===== config.mk =====
export PLATFORM = sky130hd
export DESIGN_NAME = inst_fetch_queue
export DESIGN_NICKNAME = d
export VERILOG_FILES = /design/src/rtl/cpu_defs.sv /design/src/rtl/sync_fifo_mem.sv /design/src/rtl/inst_fetch_queue.sv
export SDC_FILE = /design/constraint.sdc
export NUM_CORES = 1
export LEC_CHECK = 0
export ABC_CLOCK_PERIOD_IN_PS = 2800
export BUFFER_PORTS_ARGS = -buffer_cell sky130_fd_sc_hd__clkbuf_2
export CORE_UTILIZATION = 48
export DETAILED_ROUTE_END_ITERATION = 6
export GPL_ROUTABILITY_DRIVEN = 0
export PLACE_DENSITY_LB_ADDON = 0.15
export SYNTH_ARGS = -nofsm -noshare
export SYNTH_HDL_FRONTEND = slang
export SYNTH_SLANG_ARGS = --single-unit

===== constraint.sdc =====
create_clock -name clk -period 2.8 [get_ports clk]
set_input_delay 0.56 -clock clk [delete_from_list [all_inputs] [get_ports clk]]
set_output_delay 0.56 -clock clk [all_outputs]
set_load 0.05 [all_outputs]

===== src/rtl/cpu_defs.sv =====
// Shared CPU definitions: datapath widths, fetch-queue depth and the
// layout of one buffered fetch entry.
package cpu_defs;

    localparam int INST_W   = 32;
    localparam int ADDR_W   = 32;
    localparam int FQ_DEPTH = 4;
    localparam int ENTRY_W  = ADDR_W + INST_W;

    // One fetched instruction with its address; pc occupies the upper half.
    typedef struct packed {
        logic [ADDR_W-1:0] pc;
        logic [INST_W-1:0] inst;
    } fetch_entry_t;

    // Build a fetch entry from its two halves.
    function automatic fetch_entry_t make_entry(input logic [ADDR_W-1:0] pc,
                                                input logic [INST_W-1:0] inst);
        fetch_entry_t e;
        e.pc   = pc;
        e.inst = inst;
        return e;
    endfunction

endpackage


===== src/rtl/sync_fifo_mem.sv =====
// Storage array for the fetch queue: one synchronous write port and one
// asynchronous read port. Reset zeroes every entry so the read port never
// presents X after reset.
module sync_fifo_mem
    import cpu_defs::*;
#(
    parameter int DEPTH = FQ_DEPTH,
    parameter int AW    = $clog2(DEPTH)
) (
    input  logic          clk,
    input  logic          rst,
    input  logic          we,
    input  logic [AW-1:0] waddr,
    input  fetch_entry_t  wdata,
    input  logic [AW-1:0] raddr,
    output fetch_entry_t  rdata
);

    fetch_entry_t mem_q [DEPTH];

    // Entry write; reset clears the whole array.
    always_ff @(posedge clk) begin
        if (rst) begin
            for (int i = 0; i < DEPTH; i++) begin
                mem_q[i] <= '0;
            end
        end else if (we) begin
            mem_q[waddr] <= wdata;
        end
    end

    assign rdata = mem_q[raddr];

endmodule


===== src/rtl/inst_fetch_queue.sv =====
// Instruction fetch queue: captures {pc, inst} pairs from the PC unit / ROM
// into an in-order FIFO and presents the oldest entry to decode through a
// valid/ready handshake. Full asserts fetch_stall; flush discards everything.
module inst_fetch_queue
    import cpu_defs::*;
#(
    parameter int DEPTH = FQ_DEPTH,
    parameter int AW    = $clog2(DEPTH)
) (
    input  logic              clk,
    input  logic              rst,
    input  logic              if_ce,
    input  logic [ADDR_W-1:0] if_pc,
    input  logic [INST_W-1:0] if_inst,
    output logic              fetch_stall,
    input  logic              flush,
    output logic              id_valid,
    input  logic              id_ready,
    output logic [ADDR_W-1:0] id_pc,
    output logic [INST_W-1:0] id_inst,
    output logic [AW:0]       count
);

    localparam logic [AW:0] FULL_COUNT = (AW+1)'(DEPTH);

    logic [AW-1:0] wr_ptr_q, wr_ptr_d;
    logic [AW-1:0] rd_ptr_q, rd_ptr_d;
    logic [AW:0]   count_q,  count_d;
    logic          push;
    logic          pop;
    fetch_entry_t  head_entry;

    // Status is decoded from registered occupancy only, so a full queue
    // refuses a push even in a cycle where decode pops.
    assign fetch_stall = (count_q == FULL_COUNT);
    assign id_valid    = (count_q != '0);
    assign count       = count_q;

    assign push = if_ce & ~fetch_stall & ~flush;
    assign pop  = id_valid & id_ready & ~flush;

    // Next-state for pointers and occupancy; flush overrides push and pop.
    always_comb begin
        wr_ptr_d = wr_ptr_q;
        rd_ptr_d = rd_ptr_q;
        count_d  = count_q;
        if (flush) begin
            wr_ptr_d = '0;
            rd_ptr_d = '0;
            count_d  = '0;
        end else begin
            if (push) begin
                wr_ptr_d = wr_ptr_q + 1'b1;
            end
            if (pop) begin
                rd_ptr_d = rd_ptr_q + 1'b1;
            end
            case ({push, pop})
                2'b10:   count_d = count_q + 1'b1;
                2'b01:   count_d = count_q - 1'b1;
                default: count_d = count_q;
            endcase
        end
    end

    // Pointer and occupancy registers.
    always_ff @(posedge clk) begin
        if (rst) begin
            wr_ptr_q <= '0;
            rd_ptr_q <= '0;
            count_q  <= '0;
        end else begin
            wr_ptr_q <= wr_ptr_d;
            rd_ptr_q <= rd_ptr_d;
            count_q  <= count_d;
        end
    end

    sync_fifo_mem #(
        .DEPTH (DEPTH),
        .AW    (AW)
    ) u_mem (
        .clk   (clk),
        .rst   (rst),
        .we    (push),
        .waddr (wr_ptr_q),
        .wdata (make_entry(if_pc, if_inst)),
        .raddr (rd_ptr_q),
        .rdata (head_entry)
    );

    assign id_pc   = head_entry.pc;
    assign id_inst = head_entry.inst;

endmodule


Word-level counts from Yosys, hierarchy flattened
Memories as Yosys holds them, arrays and structs flattened. A register that Yosys moved wholly into a read port is not among the register bits.
Cells that the tools add are included.
{"block": "totals", "ff_bits": 7, "latchBits": 0, "ram_bits": 256, "rom_bits": 0, "n_memories": 1}
{"block": "classes", "addsub": 4, "multipliers": 0, "n_div": 0, "magnitude_cmp": 0, "eq_ne": 3, "shift": 0, "n_mux": 11, "n_bitwise": 6, "n_reduce_logical": 4}
{"name": "u_mem.mem_q", "depth": 4, "width": 64, "read_ports": 1, "rd_ports_with_merged_regs": 1, "write_ports": 4, "line_no": "sync_fifo_mem.sv:19", "rtl": "fetch_entry_t mem_q [DEPTH];"}
{"op": "64-bit two-way mux", "count": 1}
{"op": "64-bit OR reduction", "count": 1}
{"op": "1-bit two-way mux", "count": 6}
{"op": "2-bit two-way mux", "count": 3}
{"op": "3-bit case mux with 2 select lines", "count": 1}
{"op": "2-bit by 1-bit adder with 2-bit output (second input constant)", "count": 2}
{"op": "1-bit bitwise AND", "count": 4}
{"op": "3-bit by 1-bit adder with 3-bit output (second input constant)", "count": 1}
{"op": "3-bit equality test (second input constant)", "count": 1}
{"op": "3-bit nonzero test", "count": 1}
{"op": "3-bit by 1-bit subtractor with 3-bit output (second input constant)", "count": 1}
{"op": "2-bit by 1-bit equality test with 1-bit output (second input constant)", "count": 1}
{"op": "2-bit equality test (second input constant)", "count": 1}
{"op": "1-bit NOT", "count": 2}
{"op": "2-bit nonzero test", "count": 1}
{"op": "2-bit OR reduction", "count": 1}

Depth between registers and ports, before layout
Gate-level depths: netlist of the first run.
{"block": "depth", "ltp_word": 9, "mapped_depth": 10}

Hierarchy
Synthesis of the first run repeated with hierarchy kept, for this count alone.
{"block": "unflattened", "hier_cells": 670, "hier_area_um2": 11441.0}
{"module": "sync_fifo_mem", "instances": 1, "cells_per_inst": 627, "area_per_inst_um2": 11074.4, "seq_area_each_um2": 7687.4}
{"module": "inst_fetch_queue", "instances": 1, "cells_per_inst": 43, "area_per_inst_um2": 366.6, "seq_area_each_um2": 140.1}

Worst setup path before layout of the first run
OpenSTA, ideal clock, no wires.
{"block": "synth_timing", "path_type": "register -> register", "from": "register count_q[0] (netlist: count[0])", "to": "memory u_mem.mem_q[0][0] (netlist name) (enable)", "t_arrival_ns": 2.633, "path_slack_ns": -0.254, "path_stages_with_launch": 5, "period_less_slack_ns": 3.054, "cell_sequence": "dfxtp_1 or3b_4 inv_4 nor2_1 a21o_1"}
{"element": "start, declared", "line_no": "inst_fetch_queue.sv:28", "rtl": "logic [AW:0] count_q, count_d;"}
{"element": "start signal, assigned", "line_no": "inst_fetch_queue.sv:75", "rtl": "count_q <= count_d;"}
{"element": "end, declared", "line_no": "sync_fifo_mem.sv:19"}

==> impl_metrics.tcl, run 1 <==
set metrics [dict create \
    status "completed" \
    initial_core_util 0.494 \
    post-route-period-util 0.944 \
    crit_slowest_cell "dfxtp_4" \
    yosys.area.top_type "edfxtp_1" \
    routed_wl_mm 24.9 \
    yosysMostFrequentCell "edfxtp_1" \
    rsz0062_at_grt "no" \
    synth_flop_cell "edfxtp_1" \
    grt_antenna_before_repair 2 \
    crit_required_ps 2240 \
    holdWs_ps 339 \
    io_buffer_count 137 \
    drtIter0Drc 456 \
    hold_path_class "input pin to flop" \
    ys_warn_count 0 \
    grt_pass1_wl_mm 37.9 \
    avgSynthCellArea_um2 16.9 \
    synth_commonest_cells "edfxtp_1, and3_1, and2_1, mux4_2, clkbuf_1" \
    drive_gt1_frac 0.326 \
    max_cap_viol_count 0 \
    vias 6582 \
    cts_tree "yes" \
    ir_drop_mv 0.416 \
    drcViolationCount 0 \
    report.final.slew_viol_count 0 \
    syn-num-nets 765 \
    dp.cells 1107 \
    htree_levels 1 \
    max_stage_delay_ps 630 \
    cp.arrival_ps 2080 \
    async_flop_share 0 \
    cts_setup_buffers 0 \
    die_area_mm2 0.0251 \
    setup_tns_ps 0 \
    io_pins 138 \
    routed_via_density 5.69 \
    areaGrowthSynthToFinish_pct 15.1 \
    fin_cells 1157 \
    die_h_um 158 \
    power_density_mw_per_mm2 654 \
    placed_area_mm2 0.0126 \
    cellLeakagePower_nw 5.69 \
    rows 56 \
    cp-end-kind "primary output" \
    setup.worst_path.start_class "flop" \
    synthDominantCellAreaShare 0.655 \
    syn-cell-area_mm2 0.0117 \
    clock_sinks 265 \
    cts-resized-gates 0 \
    hold_viol 0 \
    overflow 0 \
    r2r_cells 10 \
    clkLatencyLatePin_ps 530 \
    root_buffer "clkbuf_16" \
    power_mw 8.83 \
    setup_viol 0 \
    core-area_mm2 0.0238 \
    synthCells 694 \
    seq_area_frac_synth 0.670 \
    synth_cell_types 30 \
    ys_ff_latch 265 \
    cts_buffer_depth 3 \
    antenna_left 0 \
    drt_pass1_iterations 4 \
    cts_buffers 28 \
    post_drt_wl_per_cell_um 21.5 \
    synth_edf_count 256 \
    track_usage 0.203 \
    cp_max_fo 32 \
    dpl.hpwl_mm 13.9 \
    finClkSkew_ps 10.9 \
    nets 889 \
    path_cells "buf_12 -> mux4_2 -> clkbuf_2" \
    final_area_mm2 0.0135 \
    whs_path_depth 2 \
    relSlewSlack 0.484 \
    layout_min_cycle_time_ps 2640 \
    die_w_um 158 \
    clkTransAtPathRegs_ps 60 \
    grt_pass1_vias 6831 \
    ctsHoldBuffers 0 \
    synth_area_leaders "edfxtp_1, mux4_2, and3_1, and2_1, buf_8" \
    grt_start_max_net_pins 173 \
    critPathKind "flop to primary output" \
    worst_pin_slew_ps 775 \
    max_freq_mhz 378 \
]
## cell families (layout without fill, tap and decap cells)
group,Yosys count,in the layout,share of synthesized area
XOR/XNOR,4,4,0.00298
AND/OR/NAND/NOR,277,277,0.147
adder cells (fa/ha/maj),2,2,0.00277
buffers and inverters,70,213,0.0479
AO/OA/AOI/OAI,12,12,0.00661
flip-flops,265,265,0.670
other,0,1,0
multiplexers,64,64,0.123
## power by group
| part | internal, mW | total, mW | switching [mW] | leakage [nW] |
|---|---|---|---|---|
| logic | 0.233 | 0.780 | 0.547 | 2.52 |
| registers | 4.53 | 4.57 | 0.0470 | 2.74 |
| clock network | 2.04 | 3.48 | 1.44 | 0.427 |
## cells in the final DEF, fill, tap and decap left out, drive strengths merged, types with 3 or more instances in the layout
cell type,n
nor2b,3
clkbuf,169
clkinv,15
nor2,9
and2,64
a21oi,4
dfxtp,9
and3,192
mux4,64
buf,21
inv,6
xor2,4
edfxtp,256
## cell type report
| class | count | area, µm² |
|---|---|---|
| fillers | 1877 | 10200 |
| flip-flops and latches | 265 | 7880 |
| multi-input cells | 359 | 3360 |
| repair buffers | 158 | 981 |
| clock buffers | 32 | 737 |
| well taps | 319 | 399 |
| clock inverters | 17 | 124 |
| inverters | 6 | 25.0 |
| diodes | 1 | 2.50 |
## sequential cells by signal, summed over array words and instances (netlist names), named ones only
register     count
wr_ptr_q         2
u_mem.mem_q    256
count            3
rd_ptr_q         2
## worst paths after layout
path | startpoint | end | slack (ps)
worst max-delay path | flop | id_inst[26] | 160
worst min-delay path | if_pc[25] | u_mem.mem_q[3][57]$_DFFE_PP_ | 340
worst max register to register | count[2]$_SDFFE_PP0P_ | count[2]$_SDFFE_PP0P_ | 280
worst min register to register | rd_ptr_q[0]$_SDFFE_PP0P_ | rd_ptr_q[0]$_SDFFE_PP0P_ | 540
## through the flow
step	utilization	setup slack, ps
floorplan	-	111
global placement	0.532	457
detailed placement	0.532	316
CTS	0.569	98.6
global route	0.569	73.9
finish	0.569	156
## critical path, delay by kind of cell (launching register included)
family / cells / cell delay, ps
DFF: 1 / 630
buffers and inverters: 2 / 550
muxes: 1 / 360
## layer usage
metal,wire [µm],GRT usage
met2,12500,0.342
met4,263,0.0504
met5,13,0
met1,10600,0.274
met3,1560,0.0367
Note: power is estimated with default switching activity, not from simulation.
==> run 2: changes to the inputs <==
==> constraint.sdc (replaced) <==
create_clock -name clk -period 2.8 [get_ports clk]
set_input_delay 0.56 -clock clk [delete_from_list [all_inputs] [get_ports clk]]
set_output_delay 0.56 -clock clk [all_outputs]
set_load 0.02 [all_outputs]
==> impl_metrics.tcl, run 2 (synthesis results as in run 1) <==
set metrics [dict create \
    status "completed" \
    cts_buffers 28 \
    comb_power_share 0.067 \
    rsz0062_at_grt "no" \
    max_freq_mhz 387 \
    clkTransAtPathRegs_ps 60 \
    p_sw_mw 1.90 \
    relSlewSlack 0.465 \
    seqPwrFrac 0.509 \
    power_density_mw_per_mm2 664 \
    clock_sinks 265 \
    grt_start_max_net_pins 129 \
    post_drt_wl_per_cell_um 21.3 \
    clkLatencyLatePin_ps 530 \
    core-area_mm2 0.0238 \
    layout_min_cycle_time_ps 2580 \
    setup_tns_ps 0 \
    grt_pass1_wl_mm 37.5 \
    setup_viol 0 \
    placed_area_mm2 0.0126 \
    holdPathEnd "u_mem.mem_q[3][52]$_DFFE_PP_" \
    antenna_left 0 \
    ir_drop_mv 0.451 \
    cts_tree "yes" \
    cts_buffer_depth 3 \
    worstReg2RegEnd "count[2]$_SDFFE_PP0P_" \
    holdCritStartpoint "if_pc[20]" \
    die_h_um 158 \
    track_usage 0.200 \
    initial_core_util 0.494 \
    cp_max_fo 18 \
    cp-end-kind "primary output" \
    n_antenna_cell 0 \
    ff2ff_setup_slack_ps 360 \
    max_cap_viol_count 0 \
    hold_path_class "input pin to flop" \
    whs_path_depth 2 \
    final_area_mm2 0.0135 \
    setup.worst_path.start_class "flop" \
    cp.arrival_ps 2020 \
    r2r_cells 10 \
    overflow 0 \
    grt_antenna_before_repair 1 \
    holdWs_ps 344 \
    report.final.slew_viol_count 0 \
    grt_pass1_vias 6816 \
    final_common_cell "edfxtp_1" \
    p_sw_frac 0.211 \
    crit_required_ps 2240 \
    critPathKind "flop to primary output" \
    drcViolationCount 0 \
    routed_wl_mm 24.5 \
    power_mw 8.99 \
    reg2reg_from "count[2]$_SDFFE_PP0P_" \
    die_area_mm2 0.0251 \
    top_register "u_mem.mem_q" \
    worst_pin_slew_ps 802 \
    finClkSkew_ps 17.2 \
    drtIter0Drc 426 \
    layout_common_cells "edfxtp_1, and3_1, clkbuf_2, mux4_2, and2_1" \
    power_frac_clock 0.424 \
    nets 885 \
    areaGrowthSynthToFinish_pct 15.3 \
    root_buffer "clkbuf_16" \
    rows 56 \
    post-route-period-util 0.923 \
    dpl.hpwl_mm 13.0 \
    intPower_mw 7.09 \
    io_buffer_count 137 \
    ctsHoldBuffers 0 \
    vias 6475 \
    largest_register_ff_count 256 \
    cts_setup_buffers 0 \
    drive_gt1_frac 0.327 \
    htree_levels 1 \
    cellLeakagePower_nw 5.69 \
    hold_viol 0 \
    cts-resized-gates 0 \
    drt_pass1_iterations 5 \
    die_w_um 158 \
    io_pins 138 \
    routed_via_density 5.62 \
    final_util 0.570 \
]
run 2: worst max path at each step:
stage	depth (start not counted)	slack (ps)	end	start
2_1_floorplan	4	20	u_mem.mem_q[0][0]$_SDFFCE_PN0P_	count[0]$_SDFFE_PP0P_
3_3_place_gp	10	480	count[2]$_SDFFE_PP0P_	flush
3_5_place_dp	10	370	count[2]$_SDFFE_PP0P_	count[2]$_SDFFE_PP0P_
4_1_cts	3	160	id_pc[29]	flop
5_1_grt	3	120	id_pc[29]	flop
6_report	3	220	id_pc[29]	flop
run 2: per-stage QoR:
stage,std cells,setup slack (ps)
2_1_floorplan,694,22.7
3_3_place_gp,1103,476
3_5_place_dp,1103,368
4_1_cts,1153,157
5_1_grt,1153,117
6_report,1153,216
run 2: routing by layer:
metal	vias to the layer above	wire, µm	global-route usage
met5	-	13	0
met4	2	283	0.0467
met3	24	1510	0.0362
met2	188	12200	0.342
met1	3301	10500	0.265
li1	2960	-	-
run 2: worst max-delay path, cell delays in order (launching register included):
cell,delay (ps)
dfxtp_4,360
buf_4,360
mux4_2,600
clkbuf_2,180
run 2: layout make-up:
type / count / area [µm²]
Fill cell: 1880 / 10200
Sequential cell: 265 / 7880
Multi-Input combinational cell: 359 / 3360
Timing Repair Buffer: 154 / 926
Clock buffer: 32 / 737
Tap cell: 319 / 399
Clock inverter: 18 / 213
Inverter: 6 / 25.0
run 2: power by group through the flow:
stage	logic, mW	clock network (mW)	registers, mW
finish	0.603	3.81	4.57
global placement	0.604	0	4.64
CTS	0.617	3.87	4.57
detailed placement	0.614	0	4.66
global route	0.655	4.01	4.59
floorplan	0.386	0	4.64
==> run 3: changes to the inputs <==
--- a/config.mk
+++ b/config.mk
@@ -7,10 +7,12 @@
 export LEC_CHECK = 0
 export ABC_CLOCK_PERIOD_IN_PS = 2800
 export BUFFER_PORTS_ARGS = -buffer_cell sky130_fd_sc_hd__clkbuf_2
+export CORE_MARGIN = 1
 export CORE_UTILIZATION = 48
 export DETAILED_ROUTE_END_ITERATION = 6
 export GPL_ROUTABILITY_DRIVEN = 0
 export PLACE_DENSITY_LB_ADDON = 0.15
 export SYNTH_ARGS = -nofsm -noshare
 export SYNTH_HDL_FRONTEND = slang
+export SYNTH_HIERARCHICAL = 1
 export SYNTH_SLANG_ARGS = --single-unit
==> impl_metrics.tcl, run 3 <==
set metrics [dict create \
    seq_area_frac_synth 0.684 \
    r2r_cells 8 \
    top_register "u_mem/mem_q" \
    root_buffer "clkbuf_16" \
    routed_via_density 5.29 \
    largest_register_ff_count 256 \
    drt_pass1_iterations 4 \
    final_common_cell "edfxtp_1" \
    rsz0062_at_grt "no" \
    ys_warn_count 6 \
    core-area_mm2 0.0234 \
    holdPathEnd "u_mem/mem_q[2][13]$_SDFFCE_PN0P_" \
    max_freq_mhz 389 \
    synth_commonest_cells "edfxtp_1, and2_1, mux4_2" \
    ys_ff_latch 263 \
    rows 56 \
    cp.arrival_ps 2010 \
    holdCritStartpoint "if_inst[13]" \
    status "completed" \
    dpl.hpwl_mm 13.9 \
    finClkSkew_ps 20.6 \
    setup.worst_path.start_class "flop" \
    cts_buffers 27 \
    initial_core_util 0.489 \
    clkTransAtPathRegs_ps 60 \
    synthDominantCellAreaShare 0.672 \
    syn-num-nets 741 \
    report.final.slew_viol_count 0 \
    synth_cell_types 32 \
    nets 891 \
    layout_min_cycle_time_ps 2570 \
    hold_path_class "input pin to flop" \
    synthCells 670 \
    overflow 0 \
    max_stage_delay_ps 550 \
    critPathKind "flop to primary output" \
    layout_common_cells "edfxtp_1, and2_1, clkbuf_2, mux4_2, clkbuf_16" \
    async_flop_share 0 \
    cp_max_fo 11 \
    routed_wl_mm 24.3 \
    vias 6136 \
    yosys.area.top_type "edfxtp_1" \
    synth_flop_cell "edfxtp_1" \
    ctsHoldBuffers 0 \
    io_buffer_count 137 \
    crit_required_ps 2240 \
    final_area_mm2 0.0136 \
    max_cap_viol_count 0 \
    synth_edf_count 256 \
    worst_pin_slew_ps 485 \
    die_area_mm2 0.0245 \
    die_w_um 156 \
    htree_levels 1 \
    avgSynthCellArea_um2 17.1 \
    die_h_um 156 \
    fin_ws_ps 232 \
    path_cells "buf_4 -> mux4_2 -> clkbuf_2" \
    drtIter0Drc 311 \
    power_density_mw_per_mm2 658 \
    grt_pass1_wl_mm 37.0 \
    antenna_left 0 \
    io_pins 138 \
    clkLatencyLatePin_ps 530 \
    fillers 1827 \
    holdWs_ps 336 \
    post-route-period-util 0.917 \
    grt_start_max_net_pins 46 \
    post_drt_wl_per_cell_um 21.0 \
    setup_viol 0 \
    reg2reg_from "count[2]$_SDFFE_PP0P_" \
    track_usage 0.204 \
    clock_sinks 263 \
    fin_cells 1159 \
    final_util 0.583 \
    grt_pass1_vias 6506 \
    cp-end-kind "primary output" \
    cts-resized-gates 0 \
    whs_path_depth 2 \
    worstReg2RegEnd "count[2]$_SDFFE_PP0P_" \
    dp.cells 1105 \
    ff2ff_setup_slack_ps 430 \
    drive_gt1_frac 0.356 \
    hold_viol 0 \
    cts_tree "yes" \
    relSlewSlack 0.676 \
    yosysMostFrequentCell "edfxtp_1" \
    ir_drop_mv 0.571 \
    drcViolationCount 0 \
    areaGrowthSynthToFinish_pct 19.2 \
    preCtsSetupSlack_ps 477 \
    synth_area_leaders "edfxtp_1, and2_1, mux4_2, and2_2, dfxtp_1" \
    grt_antenna_before_repair 1 \
    cellLeakagePower_nw 5.20 \
    cts_buffer_depth 3 \
    crit_slowest_cell "mux4_2" \
    n_antenna_cell 0 \
    placed_area_mm2 0.0126 \
    syn-cell-area_mm2 0.0114 \
]
[run 3: worst max-delay path, delay by kind of cell (launching register included)]
family                 cells  cell delay, ps
multiplexers               1             550
flip-flops                 1             460
buffers and inverters      2             470
[run 3: area by class of cell]
type / instances / area, µm² / share of cell area
Sequential cell: 263 / 7840 / 0.575
Multi-Input combinational cell: 359 / 3410 / 0.250
Tap cell: 319 / 399 / 0.0293
Clock buffer: 29 / 683 / 0.0501
Clock inverter: 20 / 265 / 0.0195
Inverter: 6 / 22.5 / 0.00165
Timing Repair Buffer: 163 / 1020 / 0.0747
[run 3: power by group]
part | internal (mW) | switching, mW
Clock | 2.39 | 1.44
Sequential | 4.50 | 0.0482
Combinational | 0.236 | 0.355
Total | 7.13 | 1.84
[run 3: repair_timing]
action	in CTS	in global routing
buffers inserted	0	5
setup endpoints to repair	0	12
hold endpoints to repair	0	0
[run 3: per-layer routing]
| metal | GRT usage | vias up | part of all wire |
|---|---|---|---|
| li1 | - | 2784 | - |
| met1 | 0.272 | 3143 | 0.43 |
| met2 | 0.352 | 173 | 0.49 |
| met3 | 0.0352 | 34 | 0.061 |
| met4 | 0.0462 | 2 | 0.017 |
| met5 | 0 | - | 0.00049 |
[run 3: worst max-delay path by stage]
stage,start,to,slack (ps),cells past startpoint
2_1_floorplan,count[0]$_SDFFE_PP0P_,u_mem/mem_q[0][0]$_SDFFCE_PN0P_,-580,5
3_5_place_dp,count[2]$_SDFFE_PP0P_,count[2]$_SDFFE_PP0P_,480,8
5_1_grt,rd_ptr_q[0]$_SDFFE_PP0P_,id_pc[30],150,3
6_report,rd_ptr_q[0]$_SDFFE_PP0P_,id_pc[30],230,3
4_1_cts,rd_ptr_q[0]$_SDFFE_PP0P_,id_pc[30],0.1,3
3_3_place_gp,if_ce,u_mem/mem_q[2][29]$_SDFFCE_PN0P_,560,7
[run 3: stage by stage]
step	power (mW)	TNS, ps
detailed placement	5.23	0
finish	8.97	0
floorplan	4.95	-73750
CTS	9.06	0
global route	9.24	0
global placement	5.21	0
[run 3: cell families (layout without fill, tap and decap cells)]
group                    count (synthesis)  count (layout)  synth area share
XOR/XNOR                                 4               4           0.00306
multiplexers                            64              64             0.126
adder cells (fa/ha/maj)                  2               2           0.00284
AO/OA/AOI/OAI                           13              13           0.00776
AND/OR/NAND/NOR                        276             276             0.155
buffers and inverters                   48             218            0.0213
flip-flops                             263             263             0.684
